## src/rtl/req_gnt_arbiter_if.sv

```systemverilog
// Request/grant bus between four requesters and req_gnt_arbiter.
// master: requester side (drives req); slave: arbiter side.
interface req_gnt_arbiter_if;
  logic [3:0] req;
  logic [3:0] gnt;
  logic [1:0] gnt_id;
  logic       busy;
  logic [3:0] wait_err;

  modport master (
    output req,
    input  gnt,
    input  gnt_id,
    input  busy,
    input  wait_err
  );

  modport slave (
    input  req,
    output gnt,
    output gnt_id,
    output busy,
    output wait_err
  );
endinterface

```

## src/rtl/req_gnt_arbiter.sv

```systemverilog
// Four-way round-robin request/grant arbiter with registered one-hot grant,
// bounded hold time and a one-cycle bubble after every release.
// Optional feature: define REQ_GNT_WAIT_CHECK_EN to build per-requester
// wait counters and sticky wait_err flags; otherwise wait_err is tied low.
module req_gnt_arbiter #(
  parameter int unsigned MAX_HOLD   = 4,
  parameter int unsigned WAIT_LIMIT = 5
) (
  input  logic                clk,
  input  logic                rst,
  req_gnt_arbiter_if.slave    arb
);

  typedef enum logic [1:0] {
    S_IDLE  = 2'd0,
    S_GRANT = 2'd1,
    S_GAP   = 2'd2
  } state_t;

  localparam logic [3:0] LP_MAX_HOLD   = 4'(MAX_HOLD);
  localparam logic [3:0] LP_WAIT_LIMIT = 4'(WAIT_LIMIT);

  // Reject out-of-range configurations at elaboration.
  if (MAX_HOLD < 1 || MAX_HOLD > 15) begin : g_bad_max_hold
    $error("req_gnt_arbiter: MAX_HOLD must be 1..15");
  end
  if (WAIT_LIMIT < 1 || WAIT_LIMIT > 15) begin : g_bad_wait_limit
    $error("req_gnt_arbiter: WAIT_LIMIT must be 1..15");
  end

  state_t     r_state;
  state_t     w_state_nxt;
  logic [3:0] r_gnt;
  logic [3:0] w_gnt_nxt;
  logic [1:0] r_owner;
  logic [1:0] w_owner_nxt;
  logic [1:0] r_last;
  logic [1:0] w_last_nxt;
  logic [3:0] r_hold;
  logic [3:0] w_hold_nxt;

  logic       w_any_req;
  logic       w_found;
  logic [1:0] w_cand;
  logic [1:0] w_winner;
  logic [3:0] w_hold_inc;
  logic       w_release;

  assign w_any_req  = |arb.req;
  assign w_hold_inc = (r_hold == 4'hF) ? r_hold : r_hold + 4'd1;
  // Owner dropping req and the hold limit can coincide; either one (or both)
  // produces the same single release.
  assign w_release  = !arb.req[r_owner] || (w_hold_inc >= LP_MAX_HOLD);

  // Round-robin pick: first requester at or after last_owner+1 (mod 4).
  always_comb begin
    w_winner = r_last;
    w_found  = 1'b0;
    w_cand   = r_last;
    for (int unsigned off = 1; off <= 4; off++) begin
      w_cand = 2'(32'(r_last) + off);
      if (!w_found && arb.req[w_cand]) begin
        w_winner = w_cand;
        w_found  = 1'b1;
      end
    end
  end

  // State and grant registers; reset drops any grant immediately.
  always_ff @(posedge clk) begin
    if (rst) begin
      r_state <= S_IDLE;
      r_gnt   <= '0;
      r_owner <= '0;
      r_last  <= 2'd3;
      r_hold  <= '0;
    end else begin
      r_state <= w_state_nxt;
      r_gnt   <= w_gnt_nxt;
      r_owner <= w_owner_nxt;
      r_last  <= w_last_nxt;
      r_hold  <= w_hold_nxt;
    end
  end

  // Next-state, next-grant and hold-counter logic.
  always_comb begin
    w_state_nxt = r_state;
    w_gnt_nxt   = r_gnt;
    w_owner_nxt = r_owner;
    w_last_nxt  = r_last;
    w_hold_nxt  = r_hold;
    case (r_state)
      S_IDLE, S_GAP: begin
        if (w_any_req) begin
          w_state_nxt = S_GRANT;
          w_gnt_nxt   = 4'b0001 << w_winner;
          w_owner_nxt = w_winner;
          w_last_nxt  = w_winner;
          w_hold_nxt  = '0;
        end else begin
          w_state_nxt = S_IDLE;
          w_gnt_nxt   = '0;
          w_owner_nxt = '0;
        end
      end
      S_GRANT: begin
        if (w_release) begin
          w_state_nxt = S_GAP;
          w_gnt_nxt   = '0;
          w_owner_nxt = '0;
        end else begin
          w_hold_nxt  = w_hold_inc;
        end
      end
      default: begin
        w_state_nxt = S_IDLE;
        w_gnt_nxt   = '0;
        w_owner_nxt = '0;
        w_hold_nxt  = '0;
      end
    endcase
  end

  assign arb.gnt    = r_gnt;
  assign arb.gnt_id = r_owner;
  assign arb.busy   = |r_gnt;

`ifdef REQ_GNT_WAIT_CHECK_EN
  logic [3:0] r_wait_cnt [4];
  logic [3:0] w_wait_cnt_nxt [4];
  logic [3:0] r_wait_err;
  logic [3:0] w_wait_err_nxt;

  // Per-requester wait counters; flags are sticky until reset.
  always_comb begin
    w_wait_err_nxt = r_wait_err;
    for (int unsigned i = 0; i < 4; i++) begin
      if (arb.req[i] && !r_gnt[i]) begin
        w_wait_cnt_nxt[i] = (r_wait_cnt[i] == 4'hF) ? r_wait_cnt[i]
                                                    : r_wait_cnt[i] + 4'd1;
        if (w_wait_cnt_nxt[i] >= LP_WAIT_LIMIT) begin
          w_wait_err_nxt[i] = 1'b1;
        end
      end else begin
        w_wait_cnt_nxt[i] = '0;
      end
    end
  end

  // Wait counter and error flag registers.
  always_ff @(posedge clk) begin
    if (rst) begin
      for (int unsigned i = 0; i < 4; i++) begin
        r_wait_cnt[i] <= '0;
      end
      r_wait_err <= '0;
    end else begin
      for (int unsigned i = 0; i < 4; i++) begin
        r_wait_cnt[i] <= w_wait_cnt_nxt[i];
      end
      r_wait_err <= w_wait_err_nxt;
    end
  end

  assign arb.wait_err = r_wait_err;
`else
  assign arb.wait_err = '0;
`endif

endmodule

```

## src/flat_wrapper.sv

```systemverilog
// flat-port wrapper written by rule: the top's interface ports become plain ports
module req_gnt_arbiter_flat 
#(
  parameter int unsigned MAX_HOLD   = 4,
  parameter int unsigned WAIT_LIMIT = 5
)
  (clk, rst, arb_req, arb_gnt, arb_gnt_id, arb_busy, arb_wait_err);
  req_gnt_arbiter_if arb_i ();
  input  logic clk;
  input  logic rst;
  input wire logic [$bits(arb_i.req)-1:0] arb_req;
  output wire logic [$bits(arb_i.gnt)-1:0] arb_gnt;
  output wire logic [$bits(arb_i.gnt_id)-1:0] arb_gnt_id;
  output wire logic [$bits(arb_i.busy)-1:0] arb_busy;
  output wire logic [$bits(arb_i.wait_err)-1:0] arb_wait_err;
  assign arb_i.req = arb_req;
  assign arb_gnt = arb_i.gnt;
  assign arb_gnt_id = arb_i.gnt_id;
  assign arb_busy = arb_i.busy;
  assign arb_wait_err = arb_i.wait_err;
  req_gnt_arbiter #(.MAX_HOLD(MAX_HOLD), .WAIT_LIMIT(WAIT_LIMIT)) u_core (.clk(clk), .rst(rst), .arb(arb_i));
endmodule
```

## config.mk

```make
export PLATFORM = sky130hd
export DESIGN_NAME = req_gnt_arbiter_flat
export DESIGN_NICKNAME = d
export VERILOG_FILES = /design/src/rtl/req_gnt_arbiter_if.sv /design/src/rtl/req_gnt_arbiter.sv /design/src/flat_wrapper.sv
export SDC_FILE = /design/constraint.sdc
export NUM_CORES = 1
export LEC_CHECK = 0
export CAP_MARGIN = 20
export CORE_MARGIN = 2
export CORE_UTILIZATION = 45
export CTS_BUF_LIST = sky130_fd_sc_hd__clkbuf_8
export DETAILED_ROUTE_END_ITERATION = 12
export PLACE_DENSITY = 0.73
export RECOVER_POWER = 100
export SLEW_MARGIN = 5
export SYNTH_ARGS = -nofsm -noshare
export SYNTH_HDL_FRONTEND = slang
export SYNTH_SLANG_ARGS = --single-unit
```

## constraint.sdc

```tcl
create_clock -name clk -period 4.3 [get_ports clk]
set_clock_uncertainty 0.15 [all_clocks]
set_input_delay 0.86 -clock clk [delete_from_list [all_inputs] [get_ports clk]]
set_output_delay 0.86 -clock clk [all_outputs]
set_load 0.05 [all_outputs]
```

==> summary by stage, run 1 <==
Timing
For this run, the top clock speed supported by timing is around 330 MHz. The total count of hold-check failures in the final report was 0. The worst-case headroom to the max-slew limit is 0.313.

The worst hold slack is ~330 ps. Subtracting the final worst setup slack from the clock period gives roughly 3000 ps. The actual transition at the worst max-transition pin is a little over 1000 ps. The worst path meets setup with between 1000 and 1500 ps of slack.

Setup repair after global routing left no endpoint under its margin. The portion of the clock cycle consumed by the worst path in the final layout is 0.698. Adding up every negative setup slack in the final design gives 0 ps. Setup violations remaining at the end of the flow were counted as 0. The final count of pins violating max slew came to 0.

Die
The die width is approximately 44 um. The die is between 40 and 50 um tall. The starting density of the core is 0.482. 17 I/O pins were placed. The total die area is 1950 sq um.

In this run the core area contains 14 standard-cell rows. After floorplanning, the core was sized to cover around 1500 sq um.

Route
For this block, the initial DRC count from the detailed router was 21. The number of iterations in the first detailed-routing pass is 4. The total via count in the routed design is approximately 670. Dividing the detail-routed wire length by the instance count gives about 14 um. The number of vias per cell is between 5 and 6. The number of nets still failing antenna checks after routing is 0. After detailed routing, the total wire length is about 1.6 mm. The detailed-route DRC error count is 0.

Yosys
The post-synthesis async set-or-reset flop share is 0. For this run, the register share of the synthesized area comes to 0.386. Averaged over all synthesized cells, the footprint is ~8.2 sq um. Among all cell types in the netlist, the one instantiated most often is dfxtp_1. Of the post-synthesis cell area, the dominant cell type holds 0.386. The dominant cell type by area after synthesis is dfxtp_1. Synthesis inferred 14 register bits.

The number of unique standard cell types used by synthesis is 34. The number of enable-type register cells in the synthesized netlist is 0. The dominant register cell in the synthesized netlist is dfxtp_1. In the synthesized netlist, the cells that appear most often are 14 x dfxtp_1, 11 x nor2_1, 9 x a21oi_1. The count of yosys warnings during synthesis is 0. Synthesis handed over a netlist of between 80 and 90 instances. Yosys attributes the largest share of cell area to dfxtp_1 39%, a21oi_1 6.2%, nor2_1 5.7%. The area of the mapped netlist is 726 sq um.

Layout
The count of cells in the finished layout, fillers not included, comes to roughly 120. After filler insertion, the fill cell instance count of the layout stands at 140. The count of inserted antenna diode cells is 0. At the end of the flow the core is filled with cells to 0.590. The layout overhead on the synthesized area is 22.4%. The finished cells cover approximately 890 sq um. The layout cell share with drive strength beyond 1 is 0.0693. The final layout contains ~110 nets. The multi-input combinational cells in the finished layout cover a total of roughly 410 sq um. In the final layout, flip-flops and latches occupy roughly 280 sq um.

Placed design
The number of input and output port buffers inserted is 12. The detailed-placement wirelength estimate is 1.09 mm. The number of placed instances, taps included, is between 100 and 150. The post-place instance area is around 840 sq um. The post-place setup slack is ~1500 ps. At the end of routability-driven placement, the weighted congestion stood at 0.769.

Clock tree
In this run the post-CTS setup repair buffer count came out at 0. TritonCTS built the clock tree. After clock tree synthesis, the flow added hold-fix buffers numbering 0.

For this design, the sink count on the clock tree is 14. The clock transition time at the flip-flop clock pins of the worst setup and hold paths is around 60 ps. In this run the number of H-tree levels came out at 1. The quantity of gates resized following cts is 0.

The clock tree root buffer cell is clkbuf_8. The clock latency of the later-clocked register in the worst-skew pair is 250 ps. The longest clock path from root to sink contains 2 buffers. TritonCTS created 3 clock buffers.

Global route
The largest net degree at the start of global routing is 14. For this run, the total global-route usage over all layers was measured as 0.198. After global routing the overflow that remains totals 0. The number of global-route vias before repair is 663. The initial antenna violation count is 0. The first global-routing pass estimated around 2.8 mm of wire.

Worst hold path
The cell depth of the worst hold path is 2. The class of the tightest hold or removal check is reg2reg. The startpoint identified for the worst hold timing path is u_core.arb.gnt[0]. The worst min-delay path endpoint is u_core.arb.gnt[0].

Power and ir drop
The worst ir drop on vdd is between 0.2 and 0.25 mV. The power per cell area is around 440 nW/um^2. Summing internal, switching and leakage power gives ~0.39 mW.

Summed over all cells, the static leakage comes to about 0.38 nW.

Setup path
STA classifies the critical path startpoint as an input pin. The worst register-to-register path has a setup slack of around 2100 ps. The endpoint required time on the critical path is roughly 4300 ps.

Data arrives at the worst endpoint at around 3000 ps. In this run the worst path has a maximum fanout of 7. The beginning of the worst register-to-register path is u_core.r_hold[0]. The type of the worst setup path is in2reg. The worst reg2reg path depth is 6.

In this run the critical register-to-register path is captured at u_core.arb.gnt[2]. STA classifies the critical path endpoint as a flip-flop.

Status
The run finished with clean final reports.

Flow run
Across the run, the number of max-cap violations was 0.
[final cells by class]
| type | count | area share |
|---|---|---|
| clock buffers | 4 | 0.0620 |
| multi-input cells | 71 | 0.465 |
| flip-flops and latches | 14 | 0.315 |
| well taps | 16 | 0.0225 |
| repair buffers | 12 | 0.135 |
[sequential cells by signal, summed over array words and instances, names as in the netlist]
register / cells
u_core.arb.gnt_id: 2
u_core.r_hold: 4
u_core.r_last: 2
u_core.r_state: 2
u_core.arb.gnt: 4
[worst max-delay path by stage]
stage	startpoint	end	slack (ps)	cells past startpoint
global placement	arb_req[3]	u_core.arb.gnt[2]	1520	6
detailed placement	arb_req[3]	u_core.arb.gnt[2]	1450	6
floorplan	u_core.arb.gnt[2]	arb_busy	1990	1
CTS	u_core.arb.gnt[2]	arb_busy	1470	2
finish	arb_req[3]	u_core.arb.gnt[2]	1300	6
global route	arb_req[3]	u_core.arb.gnt[2]	1110	6
[layout by cell type, fill, tap and decap left out]
master and instances:
a211oi_1 1, a21boi_0 2, a21o_1 1, a21oi_1 9, a22oi_1 2, and2_0 1
and2_2 1, and2b_1 1, and2b_2 1, and3b_1 2, clkbuf_8 4, clkdlybuf4s50_1 4
conb_1 4, dfxtp_1 14, dlygate4sd3_1 8, ha_1 1, mux2i_1 2, nand2_1 8
nand2b_1 2, nand4_1 1, nor2_1 11, nor2b_1 1, nor3_1 2, nor3b_1 2
nor4_1 3, o21ai_0 4, o21bai_1 1, o31a_1 2, o31ai_1 1, or2_2 1
or2b_1 2, or3_1 1, or4_1 1
[critical path, stage by stage]
cell and delay, ps:
dlygate4sd3_1 640, mux2i_1 110, a21o_1 210, nor4_1 880, a22oi_1 220, nor2_1 120
[where the power goes]
| group | internal (mW) | total, mW | switching, mW |
|---|---|---|---|
| Clock | 0.0813 | 0.133 | 0.0512 |
| Combinational | 0.0377 | 0.109 | 0.0710 |
| Sequential | 0.141 | 0.153 | 0.0117 |
[per-layer routing]
metal | wire, um | global-route usage | share of wire | up-vias
met1 | 750 | 0.258 | 0.47 | 312
met4 | 38 | 0.109 | 0.024 | 0
met5 | 0 | 0 | 0 | -
li1 | - | - | - | 332
met2 | 727 | 0.309 | 0.46 | 19
met3 | 64 | 0.0367 | 0.041 | 5
[kinds of logic (layout without fill, tap and decap cells)]
group	Yosys count	count (layout)	share of synthesized area
buf+inv	6	16	0.0517
other cells	1	4	0.00517
flops	14	14	0.386
simple gates	41	41	0.316
compound gates	23	23	0.197
mux	2	2	0.0276
fa+ha+maj	1	1	0.0172
Note: power is estimated with default switching activity, not from simulation.
==> run 2: changes to the inputs <==
Settings changed: PLACE_DENSITY 0.73 to 0.76.
Clock period 4.3 ns to 2.6 ns, I/O delays scaled along.
==> run 2 against run 1 <==
Clock-buffer cell count unchanged. Via count decreased by 1.5%. Register-to-register slack got worse by 1300 ps. Global-route usage decreased by 1.3 points. Critical path type is now reg2out. Largest cell class unchanged. Largest power group unchanged.
==> summary by stage, run 2 (synthesized netlist as in run 1, its figures left out) <==
Die
The total die area is ~1900 sq um. In this run the count of I/O pins placed on the die edge is 17. After floorplanning, the core was divided into 14 placement rows. The floorplan die height is 44.2 um. The placeable core region is 1510 sq um. The initial utilization of the core area, before any placement, comes to 0.482. The die is 44.2 um wide.

Setup path
The endpoint required time on the critical path is 1930 ps. The critical path's largest stage delay is between 700 and 800 ps. The worst-path cell with the longest stage delay is clkdlybuf4s50_1. The maximum fanout encountered on the critical timing path is 3.

The startpoint type of the worst setup path is a flip-flop. The kind of cell with the highest combined delay along the critical path is buffers and inverters. The setup check on the worst reg-to-reg path leaves a slack of 770 ps.

The critical path buffer and inverter count is 1. The type of the worst setup path is reg2out. Traced cell by cell, the critical path runs through or4_1 > clkdlybuf4s50_1. The critical path data arrival time is 1790 ps.

STA classifies the critical path endpoint as an output pin.

Clock tree
At the later pin of the worst-skew pair, clock insertion delay measures 240 ps. The quantity of gates resized following cts is 0. The clock transition time at the flip-flop clock pins of the worst setup and hold paths is ~60 ps. The clock tree root buffer cell is clkbuf_8. The CTS tree is yes. The clock net sink count is 14. The post-CTS setup-driven buffer insertion count is 0. After clock tree synthesis, the flow added hold-fix buffers numbering 0. No sink is reached through more buffers than the 2 on the longest clock path. CTS built an H-tree with a depth of 1. The CTS buffer count is 3.

Layout
In the final layout, the share of cells above drive strength 1 is 0.0792. The number of antenna diodes in the final layout is 0. In the final design database the tool counted ~110 nets. At the end of the flow the core is filled with cells to 0.594. Fill cells in the final layout number 148. The layout overhead on the synthesized area is 23.3%. Leaving out fill and tap cells, the most frequent cells in the layout are 14 x dfxtp_1, 11 x nor2_1, 9 x a21oi_1. The final standard cell count with taps included and fillers excluded is around 120. The commonest non-fill, non-tap cell in the layout is dfxtp_1.

Global route
The number of global-route vias before repair is about 620. The busiest layer in global routing is met2. In the global route stage, met1 resource usage came out at 0.205.

The largest net degree at the start of global routing is 14. The initial antenna violation count came to 0. The fraction of met3 tracks used by global routing is 0.0449. The total overflow left after global routing is 0.

The global routing usage on met2 is 0.321. For this run, the total global-route usage over all layers was measured as 0.185. The first global-routing pass estimated between 2 and 3 mm of wire.

Power and ir drop
The analysis attributes to cell leakage a power of about 0.38 nW. Overall power consumption after layout is estimated at ~0.65 mW. The power per cell area is 722 nW/um^2. IR analysis of the VDD net gives a maximum drop of 0.450 mV.

Placed design
The global placer's final weighted congestion is 0.911. In this run the tool buffered the top-level ports with 12 buffer cells. The detailed-placement wirelength estimate is ~1.1 mm. The number of placed instances, taps included is between 100 and 150.

Worst hold path
The class of the tightest hold or removal check is reg2reg.

Timing
The number of setup violations in the final report is 0. Dividing the final minimum period by the clock period gives 0.947. Summed over all failing endpoints, the final setup total negative slack is 0 ps. The clock period could shrink to approximately 2500 ps. The actual transition at the worst max-transition pin is between 600 and 700 ps. The maximum frequency from static timing analysis is 406 MHz. The total count of hold-check failures in the final report is 0.

The worst-case headroom to the max-slew limit is 0.592. Setup repair after global routing left no endpoint under its margin. The worst hold slack is about 330 ps. The final count of pins violating max slew is 0.

Route
Using the TritonRoute via totals, the vias-per-cell ratio works out to about 5.6. The number of iterations in the first detailed-routing pass is 4. The DRC marker count from the first detailed-route iteration is 8.

After detailed routing, the average wire length per cell comes to approximately 13 um. The detailed-route DRC error count is 0. Once detail routing completed, the nets flagged for antenna violations numbered 0. The total detailed-routing wirelength is between 1.5 and 2 mm.

The total via count in the routed design is 658.

Status
The run finished with clean final reports.

Flow run
The tool flagged a number of max-cap violations equal to 0.
run 2: per-layer routing:
layer	vias to the layer above	share of wire	wire (um)
li1	331	-	-
met1	310	0.46	702
met2	15	0.49	760
met3	2	0.037	57
met4	0	0.012	18
met5	-	0	0
run 2: power by group:
| group | internal (mW) | switching (mW) | total (mW) |
|---|---|---|---|
| Clock | 0.134 | 0.0782 | 0.212 |
| Sequential | 0.233 | 0.0184 | 0.252 |
| Combinational | 0.0645 | 0.117 | 0.182 |
run 2: path summary, 6_finish.rpt:
path,end,cells after the start,from
worst min register to register,u_core.arb.gnt[1],2,u_core.arb.gnt[1]
worst max-delay path,arb_busy,2,u_core.arb.gnt[2]
worst min-delay path,u_core.arb.gnt[1],2,u_core.arb.gnt[1]
worst max register to register,u_core.arb.gnt[2],6,u_core.r_hold[0]
run 2: final cells by class:
class / instances / area, sq um / share of cell area
well taps: 16 / 20.0 / 0.0224
clock buffers: 4 / 55.1 / 0.0615
flip-flops and latches: 14 / 280 / 0.313
repair buffers: 12 / 120 / 0.134
multi-input cells: 71 / 419 / 0.469
run 2: per-stage QoR:
stage | instance area (sq um) | setup WS [ps]
2_1_floorplan | 737 | 593
3_3_place_gp | 840 | 169
3_5_place_dp | 840 | 83.0
4_1_cts | 895 | 126
5_1_grt | 895 | 83.8
6_report | 895 | 138
run 2: worst reg2reg max path: cells and delay by family, from the launching register on:
kind	cells	cell delay, ps
compound gates	2	280
flops	1	360
fa+ha+maj	1	180
simple gates	3	790
==> run 3: changes to the inputs <==
Settings changed: MAX_ROUTING_LAYER from default to met4.
==> run 3 against run 2 <==
Hold slack about the same. Worst setup slack about the same. Maximum frequency about the same. Combinational power about the same. Largest cell class unchanged. Cell area unchanged. Clock power about the same. Non-clock buffer count unchanged. Global-route usage up 0.57 points. Critical path type unchanged. Final cell count unchanged.
==> summary by stage, run 3 (synthesized netlist as in run 1, its figures left out) <==
Setup path
The endpoint of the lowest-slack register-to-register path is u_core.arb.gnt[2]. The number of buffers and inverters on the critical path is 1. On the worst path, the slowest cell contributes a delay of between 700 and 800 ps. STA puts the critical path data required time at a little under 2000 ps.

The endpoint kind of the worst setup timing path is an output pin. Of all nets on the critical path, the largest fanout is 3. The startpoint type of the worst setup path is a flip-flop. The startpoint of the most critical setup path is u_core.arb.gnt[2].

The slack of the worst reg-to-reg path is roughly 770 ps. Walking the worst path, the cells encountered are or4_1 > clkdlybuf4s50_1. The type of the worst setup path is reg2out. The worst-path cell with the longest stage delay is clkdlybuf4s50_1. For the worst flop-to-flop path, the logic depth is 6. The beginning of the worst register-to-register path is u_core.r_hold[0]. For the worst setup path, the data arrival time is between 1500 and 2000 ps. Broken down by cell family, the worst path's largest delay share belongs to buffers and inverters.

Layout
The net count of the finished layout is around 110. Summing all multi-input logic gate instances after layout gives about 420 sq um. From synthesis to final layout, the design area changed by 23.3%. The top cell types in the final layout, fill and taps aside, are 14 x dfxtp_1, 11 x nor2_1, 9 x a21oi_1. Of the cells placed in the final design, the portion with a size suffix greater than 1 is 0.0792. The area of all sequential standard cells is between 200 and 300 sq um. 0 antenna diodes ended up in the layout. The number of fill cells in the layout is ~150. The core utilization of the finished layout is 0.594. The final standard cell count with taps included and fillers excluded is about 120. The commonest non-fill, non-tap cell in the layout is dfxtp_1.

Die
The number of placed I/O pins is 17. The die width is roughly 44 um. The floorplan has 14 rows. In this run the vertical extent of the chip is between 40 and 50 um. The starting density of the core is 0.482.

The die covers 1950 sq um. The core region is around 1500 sq um.

Timing
The actual transition at the worst max-transition pin is approximately 610 ps. The final count of pins violating max slew is 0. Setup violations remaining at the end of the flow were counted as 0.

The maximum frequency from static timing analysis is between 400 and 500 MHz. Setup repair after global routing left no endpoint under its margin. The worst hold slack is about 330 ps. After routing, the total negative slack on setup checks comes to 0 ps. The portion of the clock cycle consumed by the worst path in the final layout is 0.947. The total count of hold-check failures in the final report was 0. The worst-case headroom to the max-slew limit is 0.591. Subtracting the final worst setup slack from the clock period gives 2460 ps.

Flow run
The tool flagged a number of max-cap violations equal to 0.

Power and ir drop
In this run the static leakage power is 0.383 nW. After layout, the design draws a total of approximately 0.65 mW. The power per cell area is approximately 720 nW/um^2. The worst ir drop on vdd is ~0.45 mV.

Global route
The initial antenna violation count was 0. The first-pass GRT wire length is roughly 2.6 mm. Across every metal layer, demand over resource in global routing totals 0.191.

The remaining global-route overflow is 0. The largest net degree at the start of global routing is 14. The number of global-route vias before repair is a little over 600.

Clock tree
Clock-pin slew was measured on the worst setup and hold paths at about 60 ps. The CTS tree is yes. The quantity of gates resized following cts is 0. The later pin in the worst-skew pair is clocked with a latency of 240 ps.

The CTS buffer count is 3. The clock tree root buffer cell is clkbuf_8. The maximum buffer depth of the clock tree is 2. The clock net sink count is 14.

The post-CTS setup-driven buffer insertion count is 0. The count of hold buffers inserted by post-cts repair is 0. The number of H-tree branching levels is 1.

Route
The detailed-route DRC error count is 0. The count of nets left with antenna violations once routing finished came out at 0. The total via count in the routed design is 660. Dividing the detail-routed wire length by the instance count gives 13.1 um.

The first routing iteration left 8 violations. The total detailed-routing wirelength is 1.54 mm. After detailed routing, the number of vias per cell comes to about 5.6. The number of iterations in the first detailed-routing pass is 4.

Worst hold path
Along the worst hold path, the cell count comes to 2. The class of the tightest hold or removal check is reg2reg. For hold timing, the worst endpoint is u_core.arb.gnt[1]. The worst hold path begins at u_core.arb.gnt[1].

Status
The flow ran to the end, and the final reports show no timing, DRC or antenna violations.

Placed design
The detailed-placement wirelength estimate is 1.14 mm. The global placer's final weighted congestion is a little over 0.9. Including well taps, the total number of placed cells is around 110. The number of input and output port buffers inserted is 12.
-- run 3: worst register-to-register path, stage by stage (launching register included) --
cell,delay (ps)
dfxtp_1,360
ha_1,180
and2_2,150
a21oi_1,100
nor4_2,550
a22oi_1,180
nor2_1,100
-- run 3: per-layer routing --
| layer | wire length [um] | share of wire | vias to the layer above | GRT usage |
|---|---|---|---|---|
| met5 | 0 | 0 | - | - |
| met4 | 18 | 0.012 | 0 | 0.109 |
| met3 | 45 | 0.029 | 2 | 0.0367 |
| met2 | 761 | 0.50 | 15 | 0.321 |
| met1 | 709 | 0.46 | 312 | 0.210 |
| li1 | - | - | 331 | - |
-- run 3: final cells by class --
| type | count | area share |
|---|---|---|
| multi-input cells | 71 | 0.469 |
| well taps | 16 | 0.0224 |
| clock buffers | 4 | 0.0615 |
| repair buffers | 12 | 0.134 |
| flip-flops and latches | 14 | 0.313 |
-- run 3: how the worst max path moves through the flow --
stage                                end  slack, ps  cells after the start
floorplan               u_core.r_hold[0]        590                      5
global placement    u_core.arb.gnt_id[1]        170                      6
detailed placement     u_core.arb.gnt[2]         80                      6
CTS                             arb_busy        130                      2
global route                    arb_busy         80                      2
finish                          arb_busy        140                      2
-- run 3: metrics by stage --
step	setup WS (ps)	area (sq um)
finish	138	895
global route	83.8	895
CTS	126	895
detailed placement	83.0	840
global placement	169	840
floorplan	593	737
-- run 3: power breakdown --
group          internal (mW)  total [mW]  switching, mW  leakage, nW
Combinational         0.0645       0.182          0.117        0.240
Clock                  0.134       0.212         0.0782       0.0288
Sequential             0.233       0.252         0.0184        0.115
